### config.mk
export PLATFORM = sky130hd
export DESIGN_NAME = ctrl_untilsat_seq
export DESIGN_NICKNAME = d
export VERILOG_FILES = /design/src/rtl/ctrl_untilsat_seq.sv
export SDC_FILE = /design/constraint.sdc
export NUM_CORES = 1
export LEC_CHECK = 0
export BUFFER_PORTS_ARGS = -buffer_cell sky130_fd_sc_hd__buf_2
export CAP_MARGIN = 20
export CORE_MARGIN = 2
export CORE_UTILIZATION = 35
export CTS_BUF_LIST = sky130_fd_sc_hd__clkbuf_4 sky130_fd_sc_hd__clkbuf_8
export DETAILED_ROUTE_END_ITERATION = 12
export PLACE_DENSITY = 0.57
export SLEW_MARGIN = 30
export SYNTH_ARGS = -nofsm -noshare
export SYNTH_HDL_FRONTEND = slang
export SYNTH_SLANG_ARGS = --single-unit
### constraint.sdc
create_clock -name clk -period 2.2 [get_ports clk]
set_input_delay 0.33 -clock clk [delete_from_list [all_inputs] [get_ports clk]]
set_output_delay 0.33 -clock clk [all_outputs]
set_load 0.01 [all_outputs]
### src/rtl/ctrl_untilsat_seq.sv
// Issue-until-saturated sequencer: latches an opcode's control word and re-issues it
// (ISSUE/GAP pairs) until the datapath saturates, the iteration limit is hit, or abort.
module ctrl_untilsat_seq #(
   parameter int ITER_W = 8
) (
   input  logic              clk,
   input  logic              rst_n,
   input  logic              op_valid,
   output logic              op_ready,
   input  logic [6:0]        op,
   input  logic [ITER_W-1:0] max_iter,
   input  logic              abort,
   output logic [6:0]        dec_op,
   input  logic [25:0]       dec_cw,
   output logic [25:0]       cw,
   output logic              cw_valid,
   input  logic              cw_ack,
   input  logic              sat,
   output logic [ITER_W-1:0] iter_cnt,
   output logic              busy,
   output logic              done,
   output logic [1:0]        status
);

   typedef enum logic [2:0] {IDLE, LATCH, ISSUE, GAP, DONE} state_t;

   localparam logic [1:0] ST_SAT   = 2'b00;
   localparam logic [1:0] ST_LIMIT = 2'b01;
   localparam logic [1:0] ST_ABORT = 2'b10;
   localparam logic [1:0] ST_ZERO  = 2'b11;

   state_t            state;
   logic [ITER_W-1:0] limit;
   logic [ITER_W:0]   cnt_inc;
   logic              limit_hit;

   // One extra bit so the compare never sees a wrapped count.
   assign cnt_inc   = {1'b0, iter_cnt} + {{ITER_W{1'b0}}, 1'b1};
   assign limit_hit = (cnt_inc == {1'b0, limit});

   always_ff @(posedge clk or negedge rst_n) begin
      if (!rst_n) begin
         state    <= IDLE;
         op_ready <= 1'b0;
         dec_op   <= '0;
         limit    <= '0;
         cw       <= '0;
         cw_valid <= 1'b0;
         iter_cnt <= '0;
         busy     <= 1'b0;
         done     <= 1'b0;
         status   <= '0;
      end else begin
         done <= 1'b0;
         case (state)
            IDLE: begin
               if (op_valid && op_ready) begin
                  dec_op   <= op;
                  limit    <= max_iter;
                  iter_cnt <= '0;
                  op_ready <= 1'b0;
                  busy     <= 1'b1;
                  state    <= LATCH;
               end else begin
                  op_ready <= 1'b1;
               end
            end
            LATCH: begin
               cw <= dec_cw;
               if (abort) begin
                  state  <= DONE;
                  done   <= 1'b1;
                  status <= ST_ABORT;
               end else if (limit == '0) begin
                  state  <= DONE;
                  done   <= 1'b1;
                  status <= ST_ZERO;
               end else begin
                  state    <= ISSUE;
                  cw_valid <= 1'b1;
               end
            end
            ISSUE: begin
               // Abort wins over a same-cycle ack: the transfer is not counted.
               if (abort) begin
                  cw_valid <= 1'b0;
                  state    <= DONE;
                  done     <= 1'b1;
                  status   <= ST_ABORT;
               end else if (cw_ack) begin
                  cw_valid <= 1'b0;
                  iter_cnt <= cnt_inc[ITER_W-1:0];
                  if (sat) begin
                     state  <= DONE;
                     done   <= 1'b1;
                     status <= ST_SAT;
                  end else if (limit_hit) begin
                     state  <= DONE;
                     done   <= 1'b1;
                     status <= ST_LIMIT;
                  end else begin
                     state <= GAP;
                  end
               end
            end
            GAP: begin
               if (abort) begin
                  state  <= DONE;
                  done   <= 1'b1;
                  status <= ST_ABORT;
               end else begin
                  state    <= ISSUE;
                  cw_valid <= 1'b1;
               end
            end
            DONE: begin
               state    <= IDLE;
               busy     <= 1'b0;
               op_ready <= 1'b1;
            end
            default: begin
               state    <= IDLE;
               cw_valid <= 1'b0;
               busy     <= 1'b0;
               op_ready <= 1'b0;
            end
         endcase
      end
   end

endmodule
## Word-level counts from Yosys, hierarchy flattened

Cells that the tools add are included.

- Flip-flop bits (word level): 58
- Input bits: 47
- Output and inout bits: 47
- Logic and storage cells: 80

- Add/sub/neg operators: 1
- Equality and inequality tests: 15
- Mux-type cells: 39
- Bitwise logic cells: 2
- Reduce and logical (&&, ||, !) cells: 13

Operator list:

| operator | number |
|---|---|
| 3-bit two-way mux | 8 |
| 8-bit two-way mux | 3 |
| 8-bit one-hot mux with 2 select lines | 1 |
| 1-bit two-way mux | 14 |
| 2-bit two-way mux | 7 |
| 2-bit inequality test (second input constant) | 7 |
| 3-bit one-hot mux with 4 select lines | 1 |
| 5-bit AND reduction | 2 |
| 8-bit by 1-bit adder with 9-bit output (second input constant) | 1 |
| 9-bit by 8-bit == test with 1-bit output | 1 |
| 8-bit zero test | 1 |
| 3-bit by 2-bit == test with 1-bit output (second input constant) | 2 |
| 3-bit inequality test (second input constant) | 2 |
| 1-bit one-hot mux with 3 select lines | 2 |
| 2-bit one-hot mux with 3 select lines | 1 |
| 2-bit AND reduction | 3 |
| 4-bit inequality test (second input constant) | 1 |
| 1-bit one-hot mux with 4 select lines | 1 |
| 4-bit AND reduction | 1 |
| 3-bit by 1-bit == test with 1-bit output (second input constant) | 1 |
| 3-bit == test (second input constant) | 1 |
| 3-bit zero test | 1 |
| 3-bit nonzero test | 1 |
| 3-bit OR reduction | 1 |
| other kinds (5) | 6 |

## Depth between registers and ports, before layout

- Depth after elaboration: 7
- Depth in mapped cells: 7
- Gate-level depth less buffers: 7

## Worst setup path after synthesis

Ideal clock, no wire load.

- Path kind: flip-flop to flip-flop
- Start: reg iter_cnt[0]
- End: reg status[0]
- Setup time: 82 ps
- Arrival time: 1869 ps
- Required time: 2118 ps
- Path slack: 248 ps
- Cell stages (with the launch flop): 8
- Buffers on the path: 0
- Period minus slack after synthesis: 1952 ps
- Path through: dfrtp_1 > ha_1 > nand3_1 > xnor2_1 > nor4_1 > o21ai_2 > o31a_2 > o22ai_1

- Cells in the longest elaborated chain, start to end: 4

RTL lines:

| element | RTL line | source |
|---|---|---|
| from (decl) | 19 | `output logic [ITER_W-1:0] iter_cnt,` |
| from (signal assigned) | 92 | `iter_cnt <= cnt_inc[ITER_W-1:0];` |
| 8-bit by 1-bit adder with 9-bit output | 38 | `assign cnt_inc = {1'b0, iter_cnt} + {{ITER_W{1'b0}}, 1'b1};` |
| 9-bit by 8-bit == test with 1-bit output | 39 | `assign limit_hit = (cnt_inc == {1'b0, limit});` |
| 4-bit inequality test (no source line) | -- |  |
| 5-bit AND reduction (no source line) | -- |  |
| to (signal assigned) | 52 | `status <= '0;` |
| to (signal assigned) | 73 | `status <= ST_ABORT;` |
| to (signal assigned) | 77 | `status <= ST_ZERO;` |
| to (decl) | 22 | `output logic [1:0] status` |

No other way between the ends.
A chain may end at the register's enable or synchronous reset.

## Worst setup path in the final report

- Start: reg iter_cnt[1]
- End: reg status[0]

The elaborated chain is that of the path after synthesis.

==> impl_metrics.prom <==
# TYPE chip_impl_metric gauge
chip_impl_info{name="run_status",value="finished, final reports clean"} 1
chip_impl_metric{name="report.final.slew_viol_count",unit=""} 0
chip_impl_metric{name="clk_path_buf_depth",unit=""} 2
chip_impl_info{name="clock_tree_from_tritoncts",value="done"} 1
chip_impl_metric{name="place_congestion",unit=""} 0.866
chip_impl_metric{name="synth_fp_nets",unit=""} 266
chip_impl_metric{name="drt_via_density",unit=""} 4.87
chip_impl_metric{name="via_count_of_the_first_global_routing_pass",unit=""} 2045
chip_impl_metric{name="syn_area_per_cell",unit="um2"} 12.3
chip_impl_info{name="timing.rr.start",value="iter_cnt[1]$_DFFE_PN0P_"} 1
chip_impl_metric{name="cts_buffer_count",unit=""} 9
chip_impl_metric{name="fp.dieH",unit="um"} 91.4
chip_impl_metric{name="dpl.hpwl",unit="um"} 4570
chip_impl_metric{name="cp.required",unit="ns"} 2.45
chip_impl_metric{name="p_leak",unit="nW"} 1.61
chip_impl_metric{name="postSynthCellCount",unit=""} 218
chip_impl_metric{name="grt_max_degree",unit=""} 29
chip_impl_metric{name="setup_ws",unit="ns"} 0.156
chip_impl_metric{name="grt_pass1_wl",unit="um"} 10300
chip_impl_metric{name="ant_nets",unit=""} 0
chip_impl_metric{name="core-area",unit="um2"} 7330
chip_impl_metric{name="h-tree-depth",unit=""} 3
chip_impl_metric{name="synth.ff_latch_count",unit=""} 58
chip_impl_metric{name="max_cap_viol_count",unit=""} 0
chip_impl_metric{name="num-nets-final",unit=""} 369
chip_impl_metric{name="final.fill_count",unit=""} 696
chip_impl_metric{name="count_of_buffers_added_by_post_cts_timing_repair_for_setup",unit=""} 0
chip_impl_metric{name="max_fo_critical_path",unit=""} 6
chip_impl_metric{name="die_area",unit="um2"} 8350
chip_impl_metric{name="fin_cells",unit=""} 424
chip_impl_metric{name="layout-drive-gt1-share",unit="%"} 52.9
chip_impl_metric{name="hold_ws",unit="ns"} 0.0167
chip_impl_metric{name="cpPeakStageDelay",unit="ns"} 0.43
chip_impl_metric{name="yosysWarningCount",unit=""} 0
chip_impl_info{name="cp_cell_sequence",value="ha_1, nand3_1, xnor2_1, nor4_1, o21ai_2, o31a_2, o22ai_1"} 1
chip_impl_metric{name="top_level_ports",unit=""} 94
chip_impl_metric{name="dp_slack",unit="ns"} 0.137
chip_impl_info{name="crit-reg2reg-capture",value="status[0]$_DFFE_PN0P_"} 1
chip_impl_metric{name="netlist-cell-type-count",unit=""} 48
chip_impl_info{name="end_kind",value="flip-flop"} 1
chip_impl_metric{name="total_power",unit="mW"} 4.98
chip_impl_metric{name="cts.reportedPaths.clkPinSlew",unit="ns"} 0.07
chip_impl_metric{name="antenna_diodes",unit=""} 0
chip_impl_info{name="class_of_the_worst_hold_path",value="in -> async"} 1
chip_impl_metric{name="slew-limit-headroom",unit="%"} 57.6
chip_impl_metric{name="routed_wire_length_per_instance",unit="um"} 14.7
chip_impl_metric{name="area.growth.synth_to_final",unit="%"} 31.4
chip_impl_metric{name="placed_cells_incl_taps",unit=""} 409
chip_impl_metric{name="gr-total-overflow",unit=""} 0
chip_impl_info{name="critPathKind",value="reg -> reg"} 1
chip_impl_metric{name="report.final.hold_viol_count",unit=""} 0
chip_impl_info{name="critical_path.startpoint_type",value="flip-flop"} 1
chip_impl_metric{name="groute.usage.overall",unit="%"} 15.7
chip_impl_metric{name="timing.final.crit_share",unit="%"} 92.9
chip_impl_metric{name="synth_sequential_area_ratio",unit="%"} 54.3
chip_impl_metric{name="worstMarginPinSlew",unit="ns"} 0.636
chip_impl_metric{name="portBuffers",unit=""} 93
chip_impl_metric{name="finalCriticalPeriod",unit="ns"} 2.04
chip_impl_metric{name="wirelength",unit="um"} 6230
chip_impl_metric{name="finalSetupViolations",unit=""} 0
chip_impl_info{name="critical-path-slowest-cell",value="sky130_fd_sc_hd__dfrtp_1"} 1
chip_impl_metric{name="synthesis.area",unit="um2"} 2670
chip_impl_info{name="cts-root-buf",value="sky130_fd_sc_hd__clkbuf_8"} 1
chip_impl_metric{name="arrival_time_reported_for_the_critical_path_endpoint",unit="ns"} 2.30
chip_impl_metric{name="drtPass1Iterations",unit=""} 4
chip_impl_metric{name="placement_rows",unit=""} 31
chip_impl_metric{name="r2r_setup_slack",unit="ns"} 0.16
chip_impl_metric{name="power.density",unit="nW/um2"} 1420
chip_impl_metric{name="finClkSkew",unit="ns"} 0.0108
chip_impl_metric{name="total_via_count_in_the_routed_design",unit=""} 2065
chip_impl_metric{name="drcViolationCount",unit=""} 0
chip_impl_metric{name="start_util",unit="%"} 36.5
chip_impl_metric{name="detail_route.iter0.violations",unit=""} 65
chip_impl_metric{name="clock_sinks",unit=""} 58
chip_impl_metric{name="dieWidth",unit="um"} 91.4
chip_impl_metric{name="highest_clock_rate",unit="MHz"} 489
chip_impl_metric{name="grt_antenna_before_repair",unit=""} 0
chip_impl_metric{name="ir_worst_vdd",unit="V"} 0.000566
chip_impl_metric{name="ff2ff_path_depth",unit=""} 7
chip_impl_metric{name="insertion_delay",unit="ns"} 0.33
how the worst max path moves through the flow:
stage / start / to / slack [ns]
final: iter_cnt[1]$_DFFE_PN0P_ / status[0]$_DFFE_PN0P_ / 0.16
after global placement: iter_cnt[3]$_DFFE_PN0P_ / state[0]$_DFFE_PN0P_ / 0.18
after CTS: iter_cnt[1]$_DFFE_PN0P_ / status[1]$_DFFE_PN0P_ / 0.10
after global routing: iter_cnt[1]$_DFFE_PN0P_ / status[1]$_DFFE_PN0P_ / -0.002
after floorplan: iter_cnt[0]$_DFFE_PN0P_ / status[0]$_DFFE_PN0P_ / 0.25
after detailed placement: iter_cnt[1]$_DFFE_PN0P_ / status[1]$_DFFE_PN0P_ / 0.14
flip-flops by register name, indices dropped and copies added (netlist names):
register and count:
op_ready 1, busy 1, cw_valid 1, cw 26
done 1, state 3, limit 8, dec_op 7
status 2, iter_cnt 8
placed cells by master, fill, tap and decap left out, types with 3 or more instances in the layout:
cell	instances
sky130_fd_sc_hd__buf_4	8
sky130_fd_sc_hd__o31ai_1	3
sky130_fd_sc_hd__a31oi_1	3
sky130_fd_sc_hd__nand2_1	14
sky130_fd_sc_hd__or4_1	3
sky130_fd_sc_hd__o21ai_0	9
sky130_fd_sc_hd__clkbuf_8	10
sky130_fd_sc_hd__xnor2_1	6
sky130_fd_sc_hd__nor3b_1	3
sky130_fd_sc_hd__a21oi_1	9
sky130_fd_sc_hd__nor2_1	10
sky130_fd_sc_hd__nand3_1	5
sky130_fd_sc_hd__dfrtp_1	56
sky130_fd_sc_hd__xor2_1	3
sky130_fd_sc_hd__mux2_2	41
sky130_fd_sc_hd__buf_2	93
sky130_fd_sc_hd__inv_1	4
metrics by stage:
step                util [%]  setup TNS, ns  area (um2)
floorplan                  -              0        2670
global placement        44.8              0        3290
detailed placement      44.8              0        3290
CTS                     47.8              0        3500
global route            47.9       -0.00245        3510
finish                  47.9              0        3510
timing repair:
action                     in CTS  in global routing
resized for setup               0                  3
hold endpoints to repair        0                  0
setup endpoints to repair       0                  4
hold buffers                    0                  0
per-layer routing:
metal | GRT usage [%] | wire (um) | up-vias
met5 | 0 | 0 | -
li1 | - | - | 1006
met4 | 6.82 | 126 | 0
met2 | 23.7 | 2850 | 64
met1 | 21.5 | 2890 | 984
met3 | 3.57 | 361 | 11
report_power, final:
part	total [mW]	switching, mW	leakage, nW	internal, mW
registers	1.86	0.303	0.699	1.55
logic	2.03	0.972	0.799	1.06
clock network	1.09	0.428	0.112	0.660
worst max-delay path: cells and delay by family, from the launching register on:
kind / cells / cell delay [ns]
DFF: 1 / 0.43
and+or+nand+nor: 2 / 0.46
xor gates and xnor gates: 1 / 0.16
adders and majority gates: 1 / 0.26
AOI/OAI and AO/OA: 3 / 0.67
synthesized netlist by cell type, drive strengths merged:
library cell,number,area (um2)
a21boi,1,7.51
a21o,1,7.51
a21oi,9,45.0
a22o,2,17.5
a2bb2oi,1,8.76
a311oi,2,35.0
a31o,1,8.76
a31oi,3,18.8
and2,1,6.26
and3,1,6.26
and4b,1,13.8
buf,5,25.0
clkbuf,4,15.0
dfrtp,58,1450
ha,1,12.5
inv,4,15.0
mux2,41,462
mux2i,1,10.0
nand2,15,58.8
nand2b,1,6.26
nand3,6,35.0
nand3b,1,7.51
nand4,1,6.26
nor2,10,37.5
nor2b,3,18.8
nor3,2,15.0
nor3b,3,22.5
nor4,1,6.26
nor4b,1,8.76
o21a,1,7.51
o21ai,12,63.8
o21bai,1,11.3
o221ai,1,8.76
o22ai,1,6.26
o31a,3,27.5
o31ai,5,47.5
or3,1,11.3
or4,3,22.5
xnor2,6,52.6
xor2,3,26.3
final cells by class:
type	count	area (um2)	share of cell area, %
flip-flops and latches	58	1450	41.4
multi-input cells	147	1180	33.5
repair buffers	101	526	15.0
clock buffers	10	138	3.92
well taps	99	124	3.53
clock inverters	5	78.8	2.24
inverters	4	15.0	0.427
kinds of logic (layout without fill, tap and decap cells):
logic type               Yosys count  in the layout  share of synthesized area [%]
AND/OR/NAND/NOR                   51             51                           10.6
multiplexers                      42             42                           17.6
adder cells (fa/ha/maj)            1              1                          0.468
XOR/XNOR                           9              9                           2.95
buffers and inverters             13            120                           2.06
flip-flops                        58             58                           54.3
AO/OA/AOI/OAI                     44             44                           12.0
(Power assumes the default switching activity.)
